[src/rtl/seq_mult_pkg.sv]
// Shared definitions for the handshaked sequential multiplier:
// FSM state encoding, the legal slice widths and the cycle-count helper.
package seq_mult_pkg;

    typedef enum logic [1:0] {
        ST_IDLE = 2'd0,
        ST_CALC = 2'd1,
        ST_DONE = 2'd2
    } state_t;

    // Multiplier bits that may be retired per compute cycle
    localparam int unsigned LEGAL_BPC [3] = '{1, 2, 4};

    // Number of compute cycles: ceil(width / bpc)
    function automatic int calc_cycles(input int width, input int bpc);
        return (width + bpc - 1) / bpc;
    endfunction

    function automatic bit bpc_is_legal(input int bpc);
        bit ok;
        ok = 1'b0;
        for (int i = 0; i < 3; i++) begin
            if (int'(LEGAL_BPC[i]) == bpc) ok = 1'b1;
        end
        return ok;
    endfunction

endpackage

[src/rtl/seq_mult_pp_step.sv]
// One partial-product step: acc + (factor1 * slice) << shift.
// Purely combinational; the top reuses this single instance every cycle.
module seq_mult_pp_step #(
    parameter int BIT_WIDTH      = 8,
    parameter int BITS_PER_CYCLE = 1,
    parameter int SHIFT_W        = 5
) (
    input  logic [2*BIT_WIDTH-1:0]    acc_i,
    input  logic [BIT_WIDTH-1:0]      factor1_i,
    input  logic [BITS_PER_CYCLE-1:0] slice_i,
    input  logic [SHIFT_W-1:0]        shift_i,
    output logic [2*BIT_WIDTH-1:0]    acc_o
);

    logic [2*BIT_WIDTH-1:0] f1_ext;
    logic [2*BIT_WIDTH-1:0] slice_ext;
    logic [2*BIT_WIDTH-1:0] pp;

    assign f1_ext    = {{BIT_WIDTH{1'b0}}, factor1_i};
    assign slice_ext = {{(2*BIT_WIDTH-BITS_PER_CYCLE){1'b0}}, slice_i};
    assign pp        = (f1_ext * slice_ext) << shift_i;
    assign acc_o     = acc_i + pp;

endmodule

[src/rtl/seq_multiplier_hs.sv]
// Sequential shift-add multiplier with valid/ready handshakes on operands
// and result, BITS_PER_CYCLE multiplier bits retired per compute cycle and
// an enable-based stall. Signed operation (signed_mode port) is compiled in
// only when SEQ_MULT_SIGNED_EN is defined; otherwise the unit is unsigned.
module seq_multiplier_hs
    import seq_mult_pkg::*;
#(
    parameter int BIT_WIDTH      = 8,
    parameter int BITS_PER_CYCLE = 1
) (
    input  logic                   clk,
    input  logic                   reset,
    input  logic                   enable,
    input  logic                   in_valid,
    output logic                   in_ready,
    input  logic [BIT_WIDTH-1:0]   factor1,
    input  logic [BIT_WIDTH-1:0]   factor2,
`ifdef SEQ_MULT_SIGNED_EN
    input  logic                   signed_mode,
`endif
    output logic                   out_valid,
    input  logic                   out_ready,
    output logic [2*BIT_WIDTH-1:0] product,
    output logic                   busy
);

    localparam int CYCLES  = calc_cycles(BIT_WIDTH, BITS_PER_CYCLE);
    localparam int F2W     = CYCLES * BITS_PER_CYCLE;
    localparam int CNTW    = $clog2(CYCLES + 1);
    localparam int SHIFT_W = $clog2(2 * BIT_WIDTH) + 1;
    localparam logic [CNTW-1:0] CYCLES_C = CNTW'(CYCLES);

    if (BIT_WIDTH < 2 || BIT_WIDTH > 32) begin : g_bad_width
        $error("seq_multiplier_hs: BIT_WIDTH must be in 2..32");
    end
    if (!bpc_is_legal(BITS_PER_CYCLE)) begin : g_bad_bpc
        $error("seq_multiplier_hs: BITS_PER_CYCLE must be 1, 2 or 4");
    end
    if (BITS_PER_CYCLE > BIT_WIDTH) begin : g_bpc_too_wide
        $error("seq_multiplier_hs: BITS_PER_CYCLE must not exceed BIT_WIDTH");
    end

    state_t                 state_q;
    logic [BIT_WIDTH-1:0]   f1_q;
    logic [F2W-1:0]         f2_q;
    logic [2*BIT_WIDTH-1:0] acc_q;
    logic [CNTW-1:0]        cnt_q;
    logic [2*BIT_WIDTH-1:0] product_q;
    logic                   out_valid_q;
    logic                   in_ready_q;
    logic                   busy_q;

    logic [BIT_WIDTH-1:0]   f1_d;
    logic [BIT_WIDTH-1:0]   f2_d;
    logic [2*BIT_WIDTH-1:0] acc_d;
    logic [2*BIT_WIDTH-1:0] result_d;
    logic [CNTW-1:0]        step;
    logic [SHIFT_W-1:0]     shift;

`ifdef SEQ_MULT_SIGNED_EN
    logic neg_q;
    logic neg_d;

    // Convert signed operands to magnitudes and remember the result sign
    always_comb begin
        f1_d  = factor1;
        f2_d  = factor2;
        neg_d = 1'b0;
        if (signed_mode) begin
            if (factor1[BIT_WIDTH-1]) f1_d = -factor1;
            if (factor2[BIT_WIDTH-1]) f2_d = -factor2;
            neg_d = factor1[BIT_WIDTH-1] ^ factor2[BIT_WIDTH-1];
        end
    end

    // Sign fix-up is applied on the way into the product register
    assign result_d = neg_q ? -acc_d : acc_d;
`else
    assign f1_d     = factor1;
    assign f2_d     = factor2;
    assign result_d = acc_d;
`endif

    // Steps already done select how far the current partial product shifts
    assign step  = CYCLES_C - cnt_q;
    assign shift = SHIFT_W'(step) * SHIFT_W'(BITS_PER_CYCLE);

    seq_mult_pp_step #(
        .BIT_WIDTH      (BIT_WIDTH),
        .BITS_PER_CYCLE (BITS_PER_CYCLE),
        .SHIFT_W        (SHIFT_W)
    ) u_pp_step (
        .acc_i     (acc_q),
        .factor1_i (f1_q),
        .slice_i   (f2_q[BITS_PER_CYCLE-1:0]),
        .shift_i   (shift),
        .acc_o     (acc_d)
    );

    // FSM, operand capture, step counter and registered handshake outputs
    always_ff @(posedge clk or negedge reset) begin
        if (!reset) begin
            state_q     <= ST_IDLE;
            f1_q        <= '0;
            f2_q        <= '0;
            acc_q       <= '0;
            cnt_q       <= '0;
            product_q   <= '0;
            out_valid_q <= 1'b0;
            in_ready_q  <= 1'b1;
            busy_q      <= 1'b0;
`ifdef SEQ_MULT_SIGNED_EN
            neg_q       <= 1'b0;
`endif
        end else begin
            case (state_q)
                ST_IDLE: begin
                    if (in_valid && in_ready_q) begin
                        f1_q       <= f1_d;
                        f2_q       <= F2W'(f2_d);
                        acc_q      <= '0;
                        cnt_q      <= CYCLES_C;
                        state_q    <= ST_CALC;
                        in_ready_q <= 1'b0;
                        busy_q     <= 1'b1;
`ifdef SEQ_MULT_SIGNED_EN
                        neg_q      <= neg_d;
`endif
                    end
                end
                ST_CALC: begin
                    if (enable) begin
                        acc_q <= acc_d;
                        f2_q  <= f2_q >> BITS_PER_CYCLE;
                        cnt_q <= cnt_q - CNTW'(1);
                        if (cnt_q == CNTW'(1)) begin
                            product_q   <= result_d;
                            out_valid_q <= 1'b1;
                            busy_q      <= 1'b0;
                            state_q     <= ST_DONE;
                        end
                    end
                end
                ST_DONE: begin
                    if (out_ready) begin
                        out_valid_q <= 1'b0;
                        in_ready_q  <= 1'b1;
                        state_q     <= ST_IDLE;
                    end
                end
                default: begin
                    out_valid_q <= 1'b0;
                    in_ready_q  <= 1'b1;
                    busy_q      <= 1'b0;
                    state_q     <= ST_IDLE;
                end
            endcase
        end
    end

    assign in_ready  = in_ready_q;
    assign out_valid = out_valid_q;
    assign product   = product_q;
    assign busy      = busy_q;

endmodule

[config.mk]
export PLATFORM = sky130hd
export DESIGN_NAME = seq_multiplier_hs
export DESIGN_NICKNAME = d
export VERILOG_FILES = /design/src/rtl/seq_mult_pkg.sv /design/src/rtl/seq_mult_pp_step.sv /design/src/rtl/seq_multiplier_hs.sv
export SDC_FILE = /design/constraint.sdc
export NUM_CORES = 1
export LEC_CHECK = 0
export ABC_CLOCK_PERIOD_IN_PS = 10000
export BUFFER_PORTS_ARGS = -buffer_cell sky130_fd_sc_hd__clkbuf_2
export CAP_MARGIN = 10
export CORE_MARGIN = 2
export CORE_UTILIZATION = 65
export CTS_BUF_LIST = sky130_fd_sc_hd__clkbuf_4
export DETAILED_ROUTE_END_ITERATION = 10
export PLACE_DENSITY = 0.91
export SLEW_MARGIN = 15
export SYNTH_ARGS = -nofsm -noshare
export SYNTH_HDL_FRONTEND = slang
export SYNTH_SLANG_ARGS = --single-unit
[constraint.sdc]
create_clock -name clk -period 10 [get_ports clk]
set_clock_uncertainty 0.15 [all_clocks]
set_input_delay 1 -clock clk [delete_from_list [all_inputs] [get_ports clk]]
set_output_delay 1 -clock clk [all_outputs]
set_load 0.02 [all_outputs]
# Yosys cells after proc, flatten, opt, wreduce, memory -nomap -nowiden
# Index checks and enable logic that the tools add are counted.
# totals
output_inout_bits	19
wordCells	59
inputBits	21
ff_bits	57
# op_classes
reduce_logical	10
muxes	25
n_bitwise	3
n_mul	1
n_shift	1
eq_ne	7
n_addsub	3
# ops
cell	n
two-way mux 16 bit	2
one-hot mux 16 bit (2 select lines)	1
adder 16 bit	1
two-way mux 8 bit	2
one-hot mux 8 bit (2 select lines)	1
left shift 16 x 4 -> 16 bit	1
AND reduction 4 bit	3
multiplier 8 x 1 -> 9 bit	1
one-hot mux 1 bit (3 select lines)	3
AND reduction 3 bit	3
two-way mux 1 bit	8
two-way mux 2 bit	4
two-way mux 4 bit	2
!= test 2 bit, second input constant	4
one-hot mux 4 bit (2 select lines)	1
one-hot mux 2 bit (3 select lines)	1
equality test 4 x 1 -> 1 bit, second input constant	1
subtractor 4 x 1 -> 4 bit, second input constant	1
subtractor 4 bit, first input constant	1
inverter 1 bit	3
equality test 2 x 1 -> 1 bit, second input constant	1
equality test 2 bit, second input constant	1
zero test 2 bit	1
AND reduction 2 bit	1
other kinds (2)	2

# Logic depth before layout (Yosys ltp)
# Gate-level depths: netlist (run 1).
# logic_depth
ltp_word	5
depth_mapped	20
mapped_depth_nobuf	16

# Modules after synthesis
# Synthesis (run 1) repeated with hierarchy kept, for this count alone.
# hier_totals
cells_unflattened	340
area_unflattened_um2	3714.8
# by_module_without_submodules
mod	area_per_inst_um2	n_inst	seq_area_each_um2	cells_each
seq_multiplier_hs	2362.3	1	1427.6	165
seq_mult_pp_step	1352.5	1	0.0	175

# Least setup slack after synthesis (run 1)
# No wires, ideal clock.
# synth_path
kind	register -> register
startpoint	register cnt_q[0]
endpoint	register product_q[8] (netlist: product[8])
slack_ps	6106
synth_period_minus_slack_ps	3894
t_arrival_ps	3620
setup_time_ps	125
path_stages_with_launch	18
path_buffers	3
required_time_ps	9725
cell_sequence	dfrtp_1 > buf_4 > clkbuf_1 > inv_1 > ha_1 > clkbuf_1 > nor2_1 > nand3_1 > nor2_1 > ha_1 > fa_1 > a21o_1 > a21oi_1 > nor2_1 > o21a_1 > o41a_1 > xor2_1 > mux2_2
# synth_via
elab_chain_cells	3
word_cells_on_any_way	5
classes_between	add/sub: 2; eq/ne: 1; shift: 1; reduce/logical: 1
# synth_lines
item	line	text
from (decl)	seq_multiplier_hs.sv:47	logic [CNTW-1:0] cnt_q;
from (signal assigned)	seq_multiplier_hs.sv:135	cnt_q <= cnt_q - CNTW'(1);
subtractor 4 bit	seq_multiplier_hs.sv:85	assign step = CYCLES_C - cnt_q;
left shift 16 x 4 -> 16 bit	seq_mult_pp_step.sv:21	assign pp = (f1_ext * slice_ext) << shift_i;
adder 16 bit	seq_mult_pp_step.sv:22	assign acc_o = acc_i + pp;
to (signal assigned)	seq_multiplier_hs.sv:137	product_q <= result_d;
to (decl)	seq_multiplier_hs.sv:48	logic [2*BIT_WIDTH-1:0] product_q;
# Several ways; a longest one is shown, not always the timed one.
# A chain may end at the register's enable or synchronous reset.

# Worst setup path in the final report (run 1)
# layout_path
startpoint	register cnt_q[0]
endpoint	register product_q[12] (netlist: product[12])
# Same word-level chain as after synthesis.

==> flow_summary.toml, run 1 <==
[run_status]
status = "finished, final reports clean"

[critical_path]
r2r-start = "cnt_q[0]$_DFFE_PN0P_"
critPathSlowestCell = "dfrtp_1"
critPathMaxFanout = 20
cp.depth = 14
r2r_slack_ns = 5.79
cp-start-kind = "flip-flop"
critPathTopFamily = "adder cells"
cp_num_buf_inv = 1
critical_path.cell_chain = "inv_1 -> ha_1 -> nor2_1 -> nand3_1 -> nor2_1 -> ha_1 -> fa_1 -> a21o_1 -> a21oi_1 -> o21ai_0 -> a31oi_1 -> o21ai_0 -> xnor2_1 -> mux2_2"
required_ns = 10.14
rr_worst_depth = 14
r2r_end = "product[12]$_DFFE_PN0P_"
crit_type = "reg2reg"
cp_slowest_stage_delay_ns = 0.68
end_kind = "flip-flop"
crit_arrival_ns = 4.35

[layout]
final_nets = 419
finalCoreUtilization_pct = 73.37
drive_above_1_share_pct = 22.34
multiInputGateArea_mm2 = 0.001832
area_growth_syn_to_layout_pct = 10.21
diodes = 0
seq_area_mm2 = 0.001428
nFillCells = 370

[yosys]
synth_area_per_cell_um2 = 9.787
synth_cell_types = 44
synth-edff-count = 0
yosys_warnings = 0
yosysSeqAreaShare_pct = 42.53
synth_seq_cells = 57
synth_flop_cell = "dfrtp_1"
synth_area_mm2 = 0.003357
synthCells = 343
ys_async_sr_fraction_pct = 100.0
syn_nets = 382

[timing]
worstMarginPinSlew_ns = 0.9409
fin_crit_ns = 4.210
final_hold_viol_count = 0
slew_violations = 0
finalCritPeriodShare_pct = 42.10
relSlewSlack_pct = 37.21
rsz0062_at_grt = "no"
setup_viol = 0
finalSetupTns_ns = 0
worst_slack_ns = 5.790
max_freq_mhz = 237.6

[clock_tree]
cts_buffers = 9
cts_setup_buffers = 0
path_clk_slew_ns = 0.09
clockBufferDepth = 2
cts_num_sinks = 57
cts.htree.levels = 3
cts_tree = "built"
cts_resized = 0
clk_latency_ns = 0.42
cts_root_buffer = "clkbuf_4"
cts_hold_buf = 0

[route]
ant_nets = 0
vias_per_cell = 5.927
drt_iter0_markers = 206
avgRoutedWirePerCell_um = 15.77
firstDrtPassIters = 4
drc = 0
vias = 2697
wl_um = 7176

[power]
power.total_mw = 0.3790
p_leak_nw = 1.822
pwr_density_cell_mw_per_mm2 = 102.4
ir_worst_vdd_mv = 0.08653

[global_route]
grt_pass1_wl_um = 11630
first_global_vias = 2540
grt_usage_pct = 27.64
antenna_found_initial = 0
grt_max_degree = 58
overflow = 0

[die]
dieArea_mm2 = 0.005756
io_pins = 40
die_width_um = 75.87
die_h_um = 75.87
start_util_pct = 66.58
core-area_mm2 = 0.005042
num_rows = 26

[placed_design]
post-place-ws_ns = 5.836
io_buffers = 39
place.gp.congestion = 0.9165
dp_hpwl_um = 5245

[worst_hold_path]
min_path_cells = 2
hp-class = "reg2reg"
holdPathEnd = "acc_q[13]$_DFFE_PN0P_"
hp-start = "acc_q[13]$_DFFE_PN0P_"

[run]
maxCapViolCount = 0
placed cells by master, fill, tap and decap left out, types with 4 or more instances in the layout:
master / netlist / routed
a21o_1: 5 / 5
a21oi_1: 17 / 17
a22o_1: 13 / 13
a31oi_1: 6 / 6
clkbuf_2: 0 / 39
clkbuf_4: 0 / 13
dfrtp_1: 56 / 56
ha_1: 17 / 17
inv_1: 7 / 7
mux2_2: 24 / 24
mux2i_1: 10 / 10
nand2_1: 42 / 42
nand3_1: 4 / 4
nor2_1: 27 / 27
nor3_1: 4 / 4
o21a_1: 4 / 4
o21ai_0: 34 / 34
o22ai_1: 5 / 5
xnor2_1: 14 / 14
xor2_1: 4 / 4
report_power, final:
part           leakage, nW  switching [mW]  internal [mW]
logic                0.970         0.00600        0.00371
registers            0.788               0          0.230
clock network       0.0645          0.0790         0.0601
area by class of cell:
class | instances | area share, %
multi-input combinational | 263 | 49.51
sequential | 57 | 38.59
timing repair buffer | 42 | 5.884
clock buffer | 13 | 2.638
tap | 70 | 2.367
inverter | 7 | 0.7102
clock inverter | 3 | 0.3044
worst min-delay path, stage by stage, from the launching register on:
cell	delay, ns
dfrtp_1	0.36
nand2_1	0.05
o21ai_0	0.06
per-layer routing:
metal / up-vias / routed length (µm) / global-route usage, %
li1: 1304 / - / -
met1: 1269 / 3036 / 34.33
met2: 105 / 3541 / 45.31
met3: 19 / 424 / 6.878
met4: 0 / 174 / 12.87
met5: - / 0 / 0
flip-flops by register name, summed over array words and instances, names as in the netlist:
| signal | cells |
|---|---|
| f1_q | 8 |
| f2_q | 8 |
| out_valid | 1 |
| busy | 1 |
| cnt_q | 4 |
| product | 16 |
| acc_q | 16 |
| state_q | 2 |
| in_ready | 1 |
Yosys cell counts (all sizes together) (3+ instances only):
| master | count | area, µm² |
|---|---|---|
| dfrtp | 56 | 1401 |
| nand2 | 42 | 157.7 |
| o21ai | 36 | 180.2 |
| nor2 | 29 | 113.9 |
| mux2 | 27 | 304.0 |
| a21oi | 17 | 85.08 |
| ha | 17 | 212.7 |
| xnor2 | 14 | 122.6 |
| a22o | 13 | 113.9 |
| mux2i | 10 | 100.1 |
| buf | 8 | 47.54 |
| clkbuf | 8 | 30.03 |
| inv | 7 | 26.28 |
| a31oi | 6 | 37.54 |
| a21o | 5 | 37.54 |
| o22ai | 5 | 31.28 |
| xor2 | 5 | 51.30 |
| nand3 | 4 | 20.02 |
| nor3 | 4 | 20.02 |
| o21a | 4 | 30.03 |
| nand4 | 3 | 18.77 |
metrics by stage:
step	area (µm²)	instances	hold slack [ns]
floorplan	3357	343	0.2996
global placement	3591	439	0.3109
detailed placement	3591	439	0.3231
CTS	3700	455	0.3454
global route	3700	455	0.3760
finish	3700	455	0.3439
logic make-up (layout without fill, tap and decap cells):
logic type,count (synthesis),after routing,share of synthesized area (%)
AO/OA/AOI/OAI,95,95,17.52
XOR/XNOR,19,19,5.181
adder cells (fa/ha/maj),18,18,6.932
buffers and inverters,23,65,3.094
flip-flops,57,57,42.53
multiplexers,38,38,12.71
AND/OR/NAND/NOR,93,93,12.04
how the worst max path moves through the flow:
| stage | from | endpoint |
|---|---|---|
| after CTS | cnt_q[0]$_DFFE_PN0P_ | product[8]$_DFFE_PN0P_ |
| after global routing | cnt_q[0]$_DFFE_PN0P_ | product[12]$_DFFE_PN0P_ |
| after floorplan | cnt_q[0]$_DFFE_PN0P_ | product[8]$_DFFE_PN0P_ |
| after global placement | cnt_q[0]$_DFFE_PN0P_ | product[12]$_DFFE_PN0P_ |
| after detailed placement | cnt_q[0]$_DFFE_PN0P_ | product[8]$_DFFE_PN0P_ |
| final | cnt_q[0]$_DFFE_PN0P_ | product[12]$_DFFE_PN0P_ |
Note: power is estimated with default switching activity, not from simulation.
==> run 2, diff against run 1 <==
- ABC_AREA: default -> 1
- ABC_CLOCK_PERIOD_IN_PS: 10000 -> 4400
- CORE_UTILIZATION: 65 -> 61
- PLACE_DENSITY: 0.91 -> 0.85
- clock period: 10 -> 4.4 ns (I/O delays scaled with it)
==> flow_summary.toml, run 2 <==
[clock_tree]
cts_num_sinks = 57
cts_hold_buf = 0
cts_resized = 0
cts_root_buffer = "clkbuf_4"
cts_buffers = 9
clockBufferDepth = 2
clk_latency_ns = 0.41
cts.htree.levels = 3
cts_setup_buffers = 0
cts_tree = "built"
path_clk_slew_ns = 0.09

[yosys]
synth_common_cells = "nand2_1 (165), nand3_1 (62), dfrtp_1 (56)"
synth-edff-count = 0
yosysSeqAreaShare_pct = 38.77
synth_seq_cells = 57
synth_flop_cell = "dfrtp_1"
yosys_warnings = 0
synth_cell_types = 41
synth_top_area_share_pct = 38.06
syn_nets = 526
yosysMostFrequentCell = "nand2_1"
synth_area_mm2 = 0.003682
synth_area_leaders = "dfrtp_1 (38%), nand2_1 (17%), nand3_1 (8.4%)"
ys_async_sr_fraction_pct = 100.0
synthCells = 487
yosysTopAreaCell = "dfrtp_1"
synth_area_per_cell_um2 = 7.561

[route]
vias = 3432
drc = 0
avgRoutedWirePerCell_um = 13.94
wl_um = 8407
drt_iter0_markers = 244
firstDrtPassIters = 5
vias_per_cell = 5.692
ant_nets = 0

[layout]
finalCoreUtilization_pct = 68.01
design_area_mm2 = 0.004003
final_nets = 562
mostFrequentLayoutCell = "nand2_1"
final_cell_mix = "nand2_1 (165), nand3_1 (62), dfrtp_1 (56)"
drive_above_1_share_pct = 15.15
diodes = 0
area_growth_syn_to_layout_pct = 8.699
nFillCells = 511
multiInputGateArea_mm2 = 0.002002
seq_area_mm2 = 0.001428

[global_route]
overflow = 0
grt_usage_pct = 28.37
grt_pass1_wl_um = 14390
antenna_found_initial = 0
first_global_vias = 3255
grt_max_degree = 58

[critical_path]
cp_slowest_stage_delay_ns = 0.55
cp_num_buf_inv = 3
end_kind = "flip-flop"
cp-start-kind = "flip-flop"
r2r_slack_ns = 0.54
critPathMaxFanout = 16
critical_path.cell_chain = "inv_1 -> ha_1 -> inv_1 -> o21ai_0 -> nand2_1 -> nand2_1 -> nor2_1 -> ha_1 -> a21o_1 -> a21oi_1 -> inv_1 -> a21oi_1 -> nand3_1 -> nand3_1 -> nand2_1"
crit_type = "reg2reg"
required_ns = 4.56
critPathSlowestCell = "dfrtp_1"
critPathTopFamily = "compound AO/OA/AOI/OAI gates"
crit_arrival_ns = 4.01

[die]
num_rows = 28
dieArea_mm2 = 0.006674
io_pins = 40
die_width_um = 81.70
core-area_mm2 = 0.005886
start_util_pct = 62.56
die_h_um = 81.70

[placed_design]
place.gp.congestion = 0.9705
placed_area_mm2 = 0.003869
dp_hpwl_um = 6236
io_buffers = 39

[power]
power.total_mw = 3.561
ir_worst_vdd_mv = 0.5285
pwr_density_cell_mw_per_mm2 = 889.7
p_leak_nw = 2.194

[run]
maxCapViolCount = 0

[timing]
finalCritPeriodShare_pct = 87.63
fin_crit_ns = 3.856
setup_viol = 0
max_freq_mhz = 259.3
hold_ws_ns = -0.01625
worstMarginPinSlew_ns = 0.7116
finalSetupTns_ns = 0
relSlewSlack_pct = 52.56
final_hold_viol_count = 8
rsz0062_at_grt = "no"
slew_violations = 0

[worst_hold_path]
hp-class = "in2async"

[run_status]
violations = "negative hold slack"
status = "finished with violations"
[run 2: cell count changes after synthesis, moves of 6 or more]
| cell | before | now |
|---|---|---|
| a22o_1 | 13 | 1 |
| buf_6 | 0 | 6 |
| clkbuf_1 | 8 | 2 |
| inv_1 | 7 | 29 |
| mux2_2 | 24 | 0 |
| mux2i_1 | 10 | 0 |
| nand2_1 | 42 | 165 |
| nand3_1 | 4 | 62 |
| o21ai_0 | 34 | 24 |
| o21ai_1 | 2 | 12 |
| xnor2_1 | 14 | 5 |
[run 2: report_power, final]
group | internal (mW) | total (mW) | leakage [nW] | switching [mW]
combinational | 0.746 | 2.26 | 1.39 | 1.52
sequential | 0.751 | 0.919 | 0.725 | 0.168
clock | 0.189 | 0.380 | 0.0787 | 0.191
total | 1.69 | 3.56 | 2.19 | 1.87
[run 2: layout make-up]
type                            instances  area share, %
Multi-Input combinational cell        379          50.02
Sequential cell                        57          35.67
Timing Repair Buffer                   40          5.064
Inverter                               36          3.564
Tap cell                               75          2.344
Clock buffer                           12          2.251
Clock inverter                          4          1.094
[run 2: path summary, 6_finish.rpt]
path / startpoint / to / cells past startpoint
min in group clk: factor1[6] / f1_q[6]$_DFFE_PN0P_ / 3
max in group asynchronous: reset / f1_q[4]$_DFFE_PN0P_ / 2
min reg2reg: product[2]$_DFFE_PN0P_ / product[2]$_DFFE_PN0P_ / 2
max: cnt_q[0]$_DFFE_PN0P_ / product[13]$_DFFE_PN0P_ / 15
max reg2reg: cnt_q[0]$_DFFE_PN0P_ / product[13]$_DFFE_PN0P_ / 15
min: reset / f1_q[0]$_DFFE_PN0P_ / 2
[run 2: logic make-up (layout without fill, tap and decap cells)]
kind of cell | Yosys count | count (layout) | synth area share, %
DFF | 57 | 57 | 38.77
AOI/OAI and AO/OA | 75 | 75 | 12.06
buffers and inverters | 51 | 92 | 6.864
adders and majority gates | 18 | 18 | 6.320
and+or+nand+nor | 278 | 278 | 33.67
xor gates and xnor gates | 8 | 8 | 2.311
[run 2: worst reg2reg max path, stage by stage (launching register included)]
cell     delay (ns)
dfrtp_1        0.55
inv_1          0.30
ha_1           0.54
inv_1          0.26
o21ai_0        0.37
nand2_1        0.09
nand2_1        0.10
nor2_1         0.05
ha_1           0.36
a21o_1         0.23
a21oi_1        0.22
inv_1          0.07
a21oi_1        0.20
nand3_1        0.13
nand3_1        0.10
nand2_1        0.05
[run 2: layer usage]
layer / GRT usage, % / routed length [µm] / up-vias
met5: 0 / 0 / -
li1: - / - / 1693
met4: 12.33 / 191 / 0
met1: 37.56 / 3857 / 1617
met2: 45.41 / 3856 / 103
met3: 5.495 / 502 / 19
[run 2: per-stage QoR]
stage,worst slack [ns],instances
floorplan,1.271,487
detailed placement,0.6095,587
finish,0.5442,603
global route,0.1614,603
CTS,0.6020,603
global placement,0.7141,587
==> run 3, diff against run 2 <==
- CORE_MARGIN: 2 -> default
- CORE_UTILIZATION: 61 -> 50
- PLACE_DENSITY: 0.85 -> 0.73
==> flow_summary.toml, run 3 (same netlist as run 2, synthesis figures left out) <==
[run_status]
status = "finished with violations"
violations = "negative hold slack"

[power]
pwr_density_cell_mw_per_mm2 = 889.4
seqPwrFrac_pct = 25.4
ir_worst_vdd_mv = 0.4149
pwr-share-clk_pct = 11.3
switchingPower_mw = 1.920
p_int_mw = 1.675
power.total_mw = 3.596
p_leak_nw = 2.188
combPwrFrac_pct = 63.2
swShare_pct = 53.40

[route]
vias_per_cell = 5.452
vias = 3402
ant_nets = 0
drt_iter0_markers = 193
firstDrtPassIters = 5
avgRoutedWirePerCell_um = 13.78
drc = 0
wl_um = 8598

[layout]
area_growth_syn_to_layout_pct = 9.786
final_cells = 624
final_cell_mix = "nand2_1 (165), nand3_1 (62), dfrtp_1 (56)"
diodes = 0
mostFrequentLayoutCell = "nand2_1"
drive_above_1_share_pct = 15.34
design_area_mm2 = 0.004043
final_nets = 562
nFillCells = 650

[die]
io_pins = 40
dieArea_mm2 = 0.007711
die_h_um = 87.82
num_rows = 30
start_util_pct = 53.03
core-area_mm2 = 0.006944
die_width_um = 87.82

[clock_tree]
path_clk_slew_ns = 0.12
cts.htree.levels = 3
cts_setup_buffers = 0
cts_num_sinks = 57
cts_hold_buf = 0
cts_tree = "built"
cts_buffers = 9
clk_latency_ns = 0.43
cts_resized = 0
cts_root_buffer = "clkbuf_4"
clockBufferDepth = 2

[global_route]
grt_max_degree = 58
grt_use_met2_pct = 37.77
grt-busiest-layer = "met2"
overflow = 0
first_global_vias = 3204
grt_usage_pct = 24.74
grt_use_met3_pct = 4.241
grt_pass1_wl_um = 14510
grtUsageMet1_pct = 33.95
antenna_found_initial = 0

[timing]
worstMarginPinSlew_ns = 0.7169
relSlewSlack_pct = 52.21
hold_ws_ns = -0.009445
final_hold_viol_count = 7
rsz0062_at_grt = "no"
finalCritPeriodShare_pct = 87.33
finalSetupTns_ns = 0
fin_crit_ns = 3.843
max_freq_mhz = 260.2
slew_violations = 0
setup_viol = 0

[run]
maxCapViolCount = 0

[placed_design]
dp_cells = 608
io_buffers = 39
placed_area_mm2 = 0.003895
place.gp.congestion = 1.033
dp_hpwl_um = 6198

[critical_path]
r2r-start = "cnt_q[0]$_DFFE_PN0P_"
cp-start-kind = "flip-flop"
crit_arrival_ns = 4.01
crit_path_start = "cnt_q[0]$_DFFE_PN0P_"
end_kind = "flip-flop"
critPathMaxFanout = 16
required_ns = 4.57
crit_type = "reg2reg"

[worst_hold_path]
hp-class = "in2async"
[run 3: cell count changes in the layout (fill, tap and decap cells not counted)]
cell        before  now
clkinv_1         1    0
clkbuf_4        12    9
clkinvlp_4       0    2
inv_6            1    2
clkinv_4         0    3
clkinv_2         2    0
[run 3: final timing paths]
kind | cells past startpoint | to | slack (ns)
max in group asynchronous | 2 | product[14]$_DFFE_PN0P_ | 3.62
min in group clk | 3 | f1_q[7]$_DFFE_PN0P_ | 0.05
hold reg to reg | 2 | product[13]$_DFFE_PN0P_ | 0.34
hold / removal | 2 | f2_q[7]$_DFFE_PN0P_ | -0.009
setup reg to reg | 16 | product[15]$_DFFE_PN0P_ | 0.56
setup / recovery | 16 | product[15]$_DFFE_PN0P_ | 0.56
[run 3: power groups by stage]
| stage | Sequential, mW | Clock (mW) | Combinational (mW) |
|---|---|---|---|
| after detailed placement | 0.924 | 0 | 2.23 |
| after global routing | 0.943 | 0.436 | 2.56 |
| after global placement | 0.919 | 0 | 2.20 |
| final | 0.915 | 0.408 | 2.27 |
| after floorplan | 0.965 | 0 | 1.74 |
| after CTS | 0.915 | 0.413 | 2.26 |
[run 3: cell type report]
type | instances | area (µm²) | area share, %
well taps | 96 | 120.1 | 2.971
inverters | 36 | 142.6 | 3.528
multi-input cells | 379 | 2002 | 49.52
clock inverters | 7 | 80.08 | 1.981
clock buffers | 9 | 67.56 | 1.671
flip-flops and latches | 57 | 1428 | 35.31
repair buffers | 40 | 202.7 | 5.014
[run 3: per-layer routing]
layer,share of wire (%),vias up
met4,2.5,0
met2,44,123
met1,48,1570
met5,0,-
met3,6.1,25
li1,-,1684
[run 3: stage by stage]
stage               util (%)  setup WS (ns)
floorplan                  -          1.271
finish                 58.22         0.5573
detailed placement     56.09         0.6617
global placement       56.09         0.7373
CTS                    58.22         0.6156
global route           58.22         0.1556
[run 3: critical path: stages, from the launching register on]
cell	delay, ns
dfrtp_1	0.55
inv_1	0.28
ha_1	0.53
inv_1	0.26
o21ai_0	0.34
o21ai_0	0.13
nand2_1	0.10
inv_1	0.06
ha_1	0.33
a21oi_1	0.34
nand2_1	0.10
nand2_1	0.08
nand3_1	0.08
a21oi_1	0.15
nand3_1	0.12
nand3_1	0.08
nand2_1	0.05
